File: config.mk
export PLATFORM = sky130hd
export DESIGN_NAME = pc_seq
export DESIGN_NICKNAME = d
export VERILOG_FILES = /design/src/rtl/pc_seq.sv
export SDC_FILE = /design/constraint.sdc
export NUM_CORES = 1
export LEC_CHECK = 0
export ABC_CLOCK_PERIOD_IN_PS = 4500
export CELL_PAD_IN_SITES_DETAIL_PLACEMENT = 0
export CELL_PAD_IN_SITES_GLOBAL_PLACEMENT = 1
export CORE_UTILIZATION = 35
export DETAILED_ROUTE_END_ITERATION = 12
export HOLD_SLACK_MARGIN = 0.12
export PLACE_DENSITY_LB_ADDON = 0.12
export SLEW_MARGIN = 30
export SYNTH_ARGS = -nofsm -noshare
export SYNTH_HDL_FRONTEND = slang
export SYNTH_SLANG_ARGS = --single-unit
File: constraint.sdc
create_clock -name clk_i -period 4.5 [get_ports clk_i]
set_input_delay 0.9 -clock clk_i [delete_from_list [all_inputs] [get_ports clk_i]]
set_output_delay 0.9 -clock clk_i [all_outputs]
set_load 0.01 [all_outputs]
File: src/rtl/pc_seq.sv
// pc_seq -- program counter sequencer with return stack and one-level interrupt.
//
// Computes the next PC from a 4-bit operation code: increment, reset vector,
// conditional relative branches on zero/carry, absolute jump, call/return
// through a return-address stack, and return-from-interrupt.  A level
// interrupt request, taken only while running and enabled, saves the PC that
// would otherwise have been loaded and vectors to INT_VEC.
//
// Optional feature: define PC_SEQ_STACK_CHECK_EN to make the return stack
// refuse pushes when full and pops when empty, recording sticky overflow /
// underflow flags.  Without it the stack is circular and both flags read 0.
//
// Ports:
//   clk_i        clock, all state changes on the rising edge
//   rst_i        synchronous active-high reset
//   en_i         advance the sequencer this cycle; when low all state holds
//   pcoper_i     PC operation code
//   carry_i      ALU carry flag for conditional branches
//   zero_i       ALU zero flag for conditional branches
//   offset_i     two's-complement branch offset (OFF_W bits)
//   addr_i       absolute jump / call target
//   int_req_i    interrupt request (level)
//   pc_o         registered program counter
//   int_ack_o    one-cycle pulse when an interrupt is taken
//   int_act_o    high while servicing an interrupt
//   depth_o      return-stack occupancy
//   stack_ovf_o  sticky overflow flag
//   stack_unf_o  sticky underflow flag
module pc_seq #(
    parameter int ADDR_W      = 12,
    parameter int OFF_W       = 8,
    parameter int STACK_DEPTH = 8,
    parameter int RESET_VEC   = 0,
    parameter int INT_VEC     = 1
) (
    input  logic                               clk_i,
    input  logic                               rst_i,
    input  logic                               en_i,
    input  logic [3:0]                         pcoper_i,
    input  logic                               carry_i,
    input  logic                               zero_i,
    input  logic [OFF_W-1:0]                   offset_i,
    input  logic [ADDR_W-1:0]                  addr_i,
    input  logic                               int_req_i,
    output logic [ADDR_W-1:0]                  pc_o,
    output logic                               int_ack_o,
    output logic                               int_act_o,
    output logic [$clog2(STACK_DEPTH):0]       depth_o,
    output logic                               stack_ovf_o,
    output logic                               stack_unf_o
);

    localparam int SP_W  = $clog2(STACK_DEPTH);
    localparam int DEP_W = SP_W + 1;

    typedef enum logic {
        ST_RUN = 1'b0,
        ST_INT = 1'b1
    } state_t;

    state_t                  state_q;
    logic [ADDR_W-1:0]       pc_q;
    logic [ADDR_W-1:0]       int_pc_q;
    logic [SP_W-1:0]         sp_q;
    logic [DEP_W-1:0]        depth_q;
    logic                    ack_q;
    logic [ADDR_W-1:0]       stack_q [STACK_DEPTH];

    logic [ADDR_W-1:0]       pc_inc;
    logic [ADDR_W-1:0]       pc_br;
    logic signed [ADDR_W-1:0] off_sext;
    logic [ADDR_W-1:0]       stack_top;

    logic [ADDR_W-1:0]       pc_d;
    logic                    push;
    logic                    pop;
    logic                    push_ok;
    logic                    pop_ok;
    logic                    reti;
    logic                    ovf_set;
    logic                    unf_set;
    logic [SP_W-1:0]         sp_d;
    logic [DEP_W-1:0]        depth_d;

    // Occupancy saturates at both ends; the circular stack keeps moving its
    // pointer past these limits while the count stays pinned.
    function automatic logic [DEP_W-1:0] depth_sat_inc(input logic [DEP_W-1:0] d);
        return (d == DEP_W'(STACK_DEPTH)) ? d : d + DEP_W'(1);
    endfunction

    function automatic logic [DEP_W-1:0] depth_sat_dec(input logic [DEP_W-1:0] d);
        return (d == '0) ? d : d - DEP_W'(1);
    endfunction

    // Size-casting the signed offset sign-extends it to the PC width, so the
    // add below wraps modulo 2^ADDR_W for both directions.
    assign off_sext  = ADDR_W'($signed(offset_i));
    assign pc_inc    = pc_q + ADDR_W'(1);
    assign pc_br     = pc_q + $unsigned(off_sext);
    assign stack_top = stack_q[sp_q - SP_W'(1)];

    always_comb begin
        pc_d  = pc_q;
        push  = 1'b0;
        pop   = 1'b0;
        reti  = 1'b0;
        unique case (pcoper_i)
            4'b0000: pc_d = pc_inc;
            4'b0001: pc_d = ADDR_W'(RESET_VEC);
            4'b0100: pc_d = zero_i    ? pc_br : pc_inc;
            4'b0101: pc_d = !zero_i   ? pc_br : pc_inc;
            4'b0110: pc_d = carry_i   ? pc_br : pc_inc;
            4'b0111: pc_d = !carry_i  ? pc_br : pc_inc;
            4'b1000: pc_d = addr_i;
            4'b1001: begin
                pc_d = addr_i;
                push = 1'b1;
            end
            4'b1010: begin
                pc_d = stack_top;
                pop  = 1'b1;
            end
            4'b1100: begin
                pc_d = int_pc_q;
                reti = 1'b1;
            end
            default: pc_d = pc_q;
        endcase

`ifdef PC_SEQ_STACK_CHECK_EN
        // A refused push still takes the jump; a refused pop falls through.
        push_ok = push && (depth_q != DEP_W'(STACK_DEPTH));
        pop_ok  = pop  && (depth_q != '0);
        ovf_set = push && !push_ok;
        unf_set = pop  && !pop_ok;
        if (unf_set) begin
            pc_d = pc_inc;
        end
`else
        push_ok = push;
        pop_ok  = pop;
        ovf_set = 1'b0;
        unf_set = 1'b0;
`endif

        sp_d    = sp_q;
        depth_d = depth_q;
        if (push_ok) begin
            sp_d    = sp_q + SP_W'(1);
            depth_d = depth_sat_inc(depth_q);
        end else if (pop_ok) begin
            sp_d    = sp_q - SP_W'(1);
            depth_d = depth_sat_dec(depth_q);
        end
    end

`ifdef PC_SEQ_STACK_CHECK_EN
    logic ovf_q;
    logic unf_q;

    always_ff @(posedge clk_i) begin
        if (rst_i) begin
            ovf_q <= 1'b0;
            unf_q <= 1'b0;
        end else if (en_i) begin
            ovf_q <= ovf_q | ovf_set;
            unf_q <= unf_q | unf_set;
        end
    end

    assign stack_ovf_o = ovf_q;
    assign stack_unf_o = unf_q;
`else
    assign stack_ovf_o = 1'b0;
    assign stack_unf_o = 1'b0;
`endif

    always_ff @(posedge clk_i) begin
        if (rst_i) begin
            state_q  <= ST_RUN;
            pc_q     <= ADDR_W'(RESET_VEC);
            int_pc_q <= '0;
            sp_q     <= '0;
            depth_q  <= '0;
            ack_q    <= 1'b0;
        end else begin
            ack_q <= 1'b0;
            if (en_i) begin
                sp_q    <= sp_d;
                depth_q <= depth_d;
                if (push_ok) begin
                    stack_q[sp_q] <= pc_inc;
                end
                unique case (state_q)
                    ST_RUN: begin
                        // Taking an interrupt parks the PC the op would have
                        // produced; the op's stack effect still happens.
                        if (int_req_i) begin
                            int_pc_q <= pc_d;
                            pc_q     <= ADDR_W'(INT_VEC);
                            state_q  <= ST_INT;
                            ack_q    <= 1'b1;
                        end else begin
                            pc_q <= pc_d;
                        end
                    end
                    ST_INT: begin
                        pc_q <= pc_d;
                        if (reti) begin
                            state_q <= ST_RUN;
                        end
                    end
                    default: state_q <= ST_RUN;
                endcase
            end
        end
    end

    assign pc_o      = pc_q;
    assign int_ack_o = ack_q;
    assign int_act_o = (state_q == ST_INT);
    assign depth_o   = depth_q;

endmodule

Word level (Yosys, flattened, before mapping)
Memory sizes are Yosys's and may differ from the RTL's.
Cells that the tools add are included.

operators by class
  multiplexer cells = 23
  bitwise operators = 2
  add/sub/neg operators = 6
  reduce and logical (&&, ||, !) cells = 8
  eq/ne operators = 12

operator list
  cell                                                                 number
  12-bit case mux with 9 select lines                                  1
  12-bit 2-to-1 mux                                                    5
  12-bit case mux with 2 select lines                                  1
  4-bit == test (second input constant)                                5
  4-bit by 3-bit == test with 1-bit output (second input constant)     4
  4-bit 2-to-1 mux                                                     4
  12-bit by 1-bit adder with 12-bit output (second input constant)     1
  12-bit adder                                                         1
  1-bit 2-to-1 mux                                                     9
  4-bit logical NOT                                                    2
  3-bit 2-to-1 mux                                                     2
  4-bit by 1-bit adder with 4-bit output (second input constant)       1
  4-bit by 1-bit == test with 1-bit output (second input constant)     1
  2-bit != test (second input constant)                                2
  4-bit AND reduction                                                  1
  4-bit by 1-bit subtractor with 4-bit output (second input constant)  1
  3-bit by 1-bit adder with 3-bit output (second input constant)       1
  3-bit AND reduction                                                  1
  3-bit OR reduction                                                   1
  3-bit by 1-bit subtractor with 3-bit output (second input constant)  1
  1-bit NOT                                                            2
  1-bit case mux with 2 select lines                                   1
  2-bit AND reduction                                                  1
  2-bit nonzero test                                                   1
  2-bit OR reduction                                                   1

word-level totals
  output and inout bits = 20
  RAM bits = 96
  input port bits = 30
  register bits = 33
  memories = 1

memory list
  memory   depth  bits a word  read ports  clocked after memory_dff  wr ports  RTL line  text
  stack_q  8      12           1           0                         1         67        logic [ADDR_W-1:0] stack_q [STACK_DEPTH];

Longest topological paths before layout
Gate-level depths: netlist of the first run.

  depth in word-level cells = 6
  mapped depth = 12

Worst setup path before layout of the first run
No wires, ideal clock.

  path type = reg2reg
  start = reg sp_q[0]
  end = reg pc_q[3], in the netlist pc_o[3]
  data arrival time = 2.786 ns
  setup slack = 1.583 ns
  buffers on the path = 5
  required time = 4.368 ns
  period minus slack after synthesis = 2.917 ns
  setup time = 0.132 ns
  stages on the path, launching flop included = 13
  cells stage by stage = dfxtp_1 buf_6 buf_6 buf_6 inv_1 ha_1 clkbuf_8 clkbuf_1 mux4_2 mux2_2 a221oi_1 a21boi_0 o32ai_1

on the way
  cells in the longest elaborated chain, start to end = 5

RTL lines
  element                                          RTL line  text
  start, declared                                  64        logic [SP_W-1:0] sp_q;
  start signal, assigned                           189       sp_q <= sp_d;
  3-bit by 1-bit subtractor with 3-bit output (*)  100       assign stack_top = stack_q[sp_q - SP_W'(1)];
  memory read 8 x 12 bit (*)                       n/a
  12-bit case mux with 9 select lines (*)          107       unique case (pcoper_i)
  12-bit 2-to-1 mux                                198       if (int_req_i) begin
  12-bit case mux with 2 select lines (*)          194       unique case (state_q)
  end signal, assigned                             200       pc_q <= ADDR_W'(INT_VEC);
  end signal, assigned                             204       pc_q <= pc_d;
  end signal, assigned                             208       pc_q <= pc_d;
  end, declared                                    62        logic [ADDR_W-1:0] pc_q;

Mark *: on every way between the ends. The rest lies on a longest branch, timed or not.
A chain may end at the register's enable or synchronous reset.

Worst setup path in the final report of the first run
  start = in offset_i[0]
  end = reg pc_q[10], in the netlist pc_o[10]

on the way
  cells in the longest elaborated chain, start to end = 5
  elaborated cells between the ends (all ways) = 8
  classes of those cells = add/sub: 1; mux: 7

RTL lines
  element                                      RTL line  text
  start, declared                              42        input logic [OFF_W-1:0] offset_i,
  12-bit adder (*)                             99        assign pc_br = pc_q + $unsigned(off_sext);
  12-bit 2-to-1 mux, on equally long branches  n/a
  12-bit case mux with 9 select lines (*)      107
  12-bit 2-to-1 mux                            198
  12-bit case mux with 2 select lines (*)      194

Marks and branches as above.

==> flow_metrics.py, run 1 <==
metrics = {
    "run_status": {
        "status": "completed",
    },
    "finish": {
        "nNetsFinal": 632,
        "register_area_um2": 3540,
        "antenna_cells": 0,
        "syn2layout_area_growth_pct": 19.3,
        "n_fill_cell": 1715,
        "drive_gt1_share_pct": 13.9,
        "stdcell_area_um2": 7970,
        "final_util_pct": 42.6,
        "multi_input_area_um2": 2880,
    },
    "cts": {
        "post_cts_buffers": 0,
        "cts.sinks": 129,
        "cts_root_buf": "clkbuf_16",
        "cts_resized": 0,
        "insertion_delay_ns": 0.41,
        "cts_hold_buf": 0,
        "cts_tree": "yes",
        "htree_levels": 4,
        "clk_pin_slew_ns": 0.05,
        "cts_made_buffers": 17,
        "clockBufferDepth": 2,
    },
    "placed_design": {
        "dpl_cell_area_um2": 7370,
        "globalplace.congestion": 0.767,
        "pre_cts_ws_ns": 0.893,
        "port_buffers": 47,
        "place_hpwl_um": 12200,
    },
    "min_path": {
        "whs_endpoint": "int_pc_q[9]",
        "min_from": "int_pc_q[9]",
        "min_path_type": "register to register",
        "min_path_cells": 2,
    },
    "power": {
        "total_power_mw": 3.05,
        "power.leakage_nw": 2.76,
        "p_per_area_nw_per_um2": 383,
        "vdd_ir_drop_max_uv": 265,
    },
    "synth": {
        "synth_cell_type_count": 73,
        "synth_area_leaders": "edfxtp_1, dfxtp_1, mux4_2, ha_1, a21oi_1",
        "syn_inst": 532,
        "async_flop_share_pct": 0,
        "yosys.area.top_type": "edfxtp_1",
        "synth_edf_count": 96,
        "synth_common_cells": "edfxtp_1, a21oi_1, dfxtp_1, nor2_1, o21ai_0",
        "yosysSeqAreaShare_pct": 53.1,
        "synth-seq-cells": 129,
        "netlist_area_um2": 6680,
        "synth.avg_cell_area_um2": 12.5,
        "synth_most_common_cell": "edfxtp_1",
        "synth_warnings": 0,
        "netlist.area_leader.share_pct": 43.2,
        "synth_ff_type": "edfxtp_1",
    },
    "detailed_routing": {
        "wl_per_cell_um": 21.1,
        "drc": 0,
        "detail-route-antenna-nets": 0,
        "dr.pass1.iters": 4,
        "viasPerCell": 5.60,
        "routed_wl_um": 17600,
        "vias": 4644,
        "drt_iter0_drc": 241,
    },
    "grt": {
        "gr-usage-met3_pct": 3.38,
        "overflow": 0,
        "antenna_found_initial": 0,
        "met1_usage_pct": 26.0,
        "grt_use_met2_pct": 29.8,
        "grt_max_degree": 32,
        "grt_pass1_wl_um": 27400,
        "grt.total_usage_pct": 18.8,
        "grt_most_used_layer": "met2",
        "grt_pass1_vias": 4681,
    },
    "timing": {
        "setup-tns-final_ns": 0,
        "final_max_slew_viol_count": 0,
        "finalHoldViolCount": 0,
        "fin_skew_ns": 0.0121,
        "setup_viol_count_final": 0,
        "rsz0062_at_grt": "no",
        "worst_pin_slew_ns": 0.778,
        "fin_crit_sh_pct": 71.6,
        "max_clock_freq_mhz": 310,
        "fin_crit_ns": 3.22,
        "setup_slack_ns": 1.28,
        "slew_headroom_pct": 48.0,
    },
    "floorplan": {
        "io_pins": 50,
        "die_y_um": 140,
        "die_area_um2": 19600,
        "core.rowCount": 50,
        "initial_utilization_pct": 35.7,
        "coreArea_um2": 18700,
        "die-width_um": 140,
    },
    "flow_run": {
        "maxCapViolCount": 0,
    },
    "worst_setup_path": {
        "reg2reg_depth": 8,
        "r2r_setup_slack_ns": 1.64,
        "critPathMaxFanout": 3,
        "startpoint_type": "primary input",
        "critPathKind": "primary input to register",
        "crit_arrival_ns": 3.48,
        "required_ns": 4.76,
        "r2r-end": "pc_o[10]",
        "reg2reg_from": "pc_o[0]",
        "cp-end-kind": "register",
        "startpoint": "offset_i[0]",
    },
}
==> cells in the final DEF, fill, tap and decap left out, types with 6 or more instances in the layout <==
cell type	synthesis	final
inv_1	10	10
nor2_1	33	33
a21o_1	8	8
nand2_1	22	22
o21a_1	11	11
nand3_1	8	8
xor2_1	12	12
mux2i_1	7	7
o32ai_1	9	9
nand2b_1	13	13
o31ai_1	10	10
dfxtp_1	33	33
buf_4	5	20
nand3b_1	13	13
clkdlybuf4s50_1	0	47
a21oi_1	37	37
o21ai_0	30	30
ha_1	16	15
edfxtp_1	96	96
mux4_2	17	17
clkbuf_16	0	17
a31oi_1	6	6
xnor2_1	13	13
mux4_1	7	7
==> per-stage QoR <==
stage | hold slack, ns | cells
floorplan | 0.454 | 533
global placement | 0.472 | 799
detailed placement | 0.474 | 799
CTS | 0.489 | 830
global route | 0.498 | 830
finish | 0.491 | 830
==> kinds of logic after synthesis <==
logic type	after synthesis	share of synthesized area [%]
AOI/OAI and AO/OA	151	15.2
xor gates and xnor gates	26	3.52
adders and majority gates	18	3.60
buffers and inverters	46	4.09
DFF	129	53.1
muxes	36	10.4
other	1	0.0562
and+or+nand+nor	125	10.1
==> critical path, stage by stage <==
cell             delay [ns]
clkdlybuf4s50_1        0.41
ha_1                   0.22
fa_1                   0.40
a21o_1                 0.23
a221oi_1               0.45
o21bai_1               0.15
xor2_1                 0.18
a221oi_1               0.40
a21oi_1                0.12
==> cell type report <==
cell class | count | area share [%]
Clock buffer | 19 | 5.43
Clock inverter | 12 | 1.99
Tap cell | 234 | 3.68
Inverter | 11 | 0.518
Sequential cell | 129 | 44.5
Timing Repair Buffer | 67 | 7.79
Multi-Input combinational cell | 358 | 36.1
==> registers in the layout (all words and copies together) (netlist names) <==
signal,count
int_act_o,1
sp_q,3
int_pc_q,12
int_ack_o,1
depth_o,4
stack_q,96
pc_o,12
==> routing by layer <==
metal,up-vias,share of wire [%]
met3,16,4.2
met4,0,1.4
met1,2335,48
met5,-,0
met2,113,47
li1,2180,-
==> power by group <==
group	leakage (nW)	switching [mW]	total (mW)	internal [mW]
logic	1.33	0.196	0.347	0.151
registers	1.15	0.0239	1.32	1.30
clock network	0.284	0.510	1.38	0.871
==> worst max path at each step <==
stage | end | slack [ns] | cells past startpoint
floorplan | pc_o[3] | 1.58 | 12
detailed placement | pc_o[10] | 0.89 | 9
global placement | pc_o[10] | 0.98 | 9
finish | pc_o[10] | 1.28 | 9
CTS | pc_o[10] | 1.32 | 9
global route | pc_o[10] | 1.14 | 9
Note: power is estimated with default switching activity, not from simulation.
==> inputs of run 2 (changes only) <==
--- a/config.mk
+++ b/config.mk
@@ -5,7 +5,7 @@
 export SDC_FILE = /design/constraint.sdc
 export NUM_CORES = 1
 export LEC_CHECK = 0
-export ABC_CLOCK_PERIOD_IN_PS = 4500
+export ABC_CLOCK_PERIOD_IN_PS = 3300
 export CELL_PAD_IN_SITES_DETAIL_PLACEMENT = 0
 export CELL_PAD_IN_SITES_GLOBAL_PLACEMENT = 1
 export CORE_UTILIZATION = 35
==> constraint.sdc (replaced) <==
create_clock -name clk_i -period 3.3 [get_ports clk_i]
set_input_delay 0.66 -clock clk_i [delete_from_list [all_inputs] [get_ports clk_i]]
set_output_delay 0.66 -clock clk_i [all_outputs]
set_load 0.01 [all_outputs]
==> flow_metrics.py, run 2 (synthesized netlist as in run 1, its figures left out) <==
metrics = {
    "finish": {
        "largest_register_ffs": 96,
        "antenna_cells": 0,
        "nNetsFinal": 649,
        "fin_cells": 848,
        "layout_commonest_cell": "edfxtp_1",
        "top_register": "stack_q",
        "final_util_pct": 43.3,
        "syn2layout_area_growth_pct": 21.4,
        "mostFrequentLayoutCells": "edfxtp_1, clkdlybuf4s50_1, a21oi_1",
        "drive_gt1_share_pct": 16.4,
    },
    "detailed_routing": {
        "wl_per_cell_um": 21.2,
        "vias": 4694,
        "drt_iter0_drc": 240,
        "routed_wl_um": 18000,
        "dr.pass1.iters": 7,
        "viasPerCell": 5.54,
        "detail-route-antenna-nets": 0,
        "drc": 0,
    },
    "timing": {
        "fin_skew_ns": 0.0122,
        "max_clock_freq_mhz": 346,
        "fin_crit_sh_pct": 87.6,
        "setup_viol_count_final": 0,
        "finalHoldViolCount": 0,
        "slew_headroom_pct": 47.1,
        "fin_crit_ns": 2.89,
        "worst_pin_slew_ns": 0.787,
        "final_max_slew_viol_count": 0,
        "rsz0062_at_grt": "no",
    },
    "grt": {
        "grt_pass1_wl_um": 27800,
        "grt_max_degree": 31,
        "antenna_found_initial": 0,
        "grt_pass1_vias": 4690,
        "grt.total_usage_pct": 19.0,
        "overflow": 0,
    },
    "power": {
        "p_switching_uw": 990,
        "pwr-share-seq_pct": 43.6,
        "clkPwrFrac_pct": 44.3,
        "p_int_mw": 3.14,
        "switching_share_pct": 24.0,
        "vdd_ir_drop_max_uv": 332,
        "comb_power_share_pct": 12.1,
        "power.leakage_nw": 2.86,
        "p_per_area_nw_per_um2": 509,
    },
    "worst_setup_path": {
        "reg2reg_depth": 8,
        "critPathKind": "primary input to register",
        "required_ns": 3.58,
        "startpoint_type": "primary input",
        "startpoint": "offset_i[0]",
        "cp-end-kind": "register",
        "critPathMaxFanout": 3,
        "r2r-end": "int_pc_q[10]",
        "reg2reg_from": "pc_o[0]",
        "crit_arrival_ns": 3.17,
        "crit_path_end": "int_pc_q[10]",
        "r2r_setup_slack_ns": 0.58,
    },
    "flow_run": {
        "maxCapViolCount": 0,
    },
    "placed_design": {
        "port_buffers": 47,
        "globalplace.congestion": 0.799,
        "place_hpwl_um": 12600,
        "placed_cells": 816,
    },
    "cts": {
        "cts_made_buffers": 17,
        "cts_resized": 0,
        "cts.sinks": 129,
        "cts_tree": "yes",
        "cts_hold_buf": 0,
        "clk_pin_slew_ns": 0.06,
        "cts_root_buf": "clkbuf_16",
        "clockBufferDepth": 2,
        "insertion_delay_ns": 0.42,
        "htree_levels": 4,
        "post_cts_buffers": 0,
    },
    "floorplan": {
        "die_y_um": 140,
        "initial_utilization_pct": 35.7,
        "io_pins": 50,
        "core.rowCount": 50,
        "die-width_um": 140,
        "die_area_um2": 19600,
        "coreArea_um2": 18700,
    },
    "min_path": {
        "min_path_type": "register to register",
    },
    "run_status": {
        "status": "completed",
    },
}
==> run 2: how the worst min path moves through the flow <==
stage | end | cells past startpoint | startpoint
floorplan | int_pc_q[0] | 2 | int_pc_q[0]
global placement | int_pc_q[2] | 2 | int_pc_q[2]
detailed placement | int_pc_q[10] | 2 | int_pc_q[10]
CTS | int_pc_q[10] | 2 | int_pc_q[10]
global route | int_pc_q[7] | 2 | int_pc_q[7]
finish | int_pc_q[0] | 2 | int_pc_q[0]
==> run 2: critical path: stages <==
cell             delay [ns]
clkdlybuf4s50_1        0.43
ha_1                   0.24
fa_1                   0.42
a21o_1                 0.24
a221oi_1               0.37
o21bai_1               0.14
xor2_1                 0.17
a221oi_1               0.37
o31ai_1                0.13
==> run 2: layout make-up <==
class                   instances  area (µm²)
flip-flops and latches        129        3540
clock buffers                  24         504
fillers                      1755       10600
multi-input cells             358        2870
clock inverters                 8        76.3
repair buffers                 84         773
inverters                      11        41.3
well taps                     234         293
==> run 2: per-stage QoR <==
stage | hold slack [ns] | worst slack (ns) | area (µm²) | setup TNS (ns) | total power, mW
2_1_floorplan | 0.454 | 0.383 | 6680 | 0 | 2.14
3_3_place_gp | 0.470 | 0.134 | 7520 | 0 | 2.33
3_5_place_dp | 0.472 | -0.00119 | 7520 | -0.00119 | 2.33
4_1_cts | 0.488 | 0.428 | 8110 | 0 | 4.17
5_1_grt | 0.509 | 0.179 | 8110 | 0 | 4.27
6_report | 0.488 | 0.409 | 8110 | 0 | 4.13
==> run 2: per-layer routing <==
metal | wire, µm | GRT usage [%] | share of wire [%] | vias up
li1 | - | - | - | 2207
met1 | 8860 | 26.8 | 49 | 2361
met2 | 8370 | 30.6 | 46 | 113
met3 | 628 | 2.67 | 3.5 | 13
met4 | 160 | 5.55 | 0.89 | 0
met5 | 0 | 0 | 0 | -
==> run 2: power groups by stage <==
stage               registers, mW  logic (mW)  clock network (mW)
floorplan                    1.82       0.316                   0
global placement             1.83       0.495                   0
detailed placement           1.83       0.498                   0
CTS                          1.80       0.502                1.87
global route                 1.80       0.543                1.93
finish                       1.80       0.500                1.83
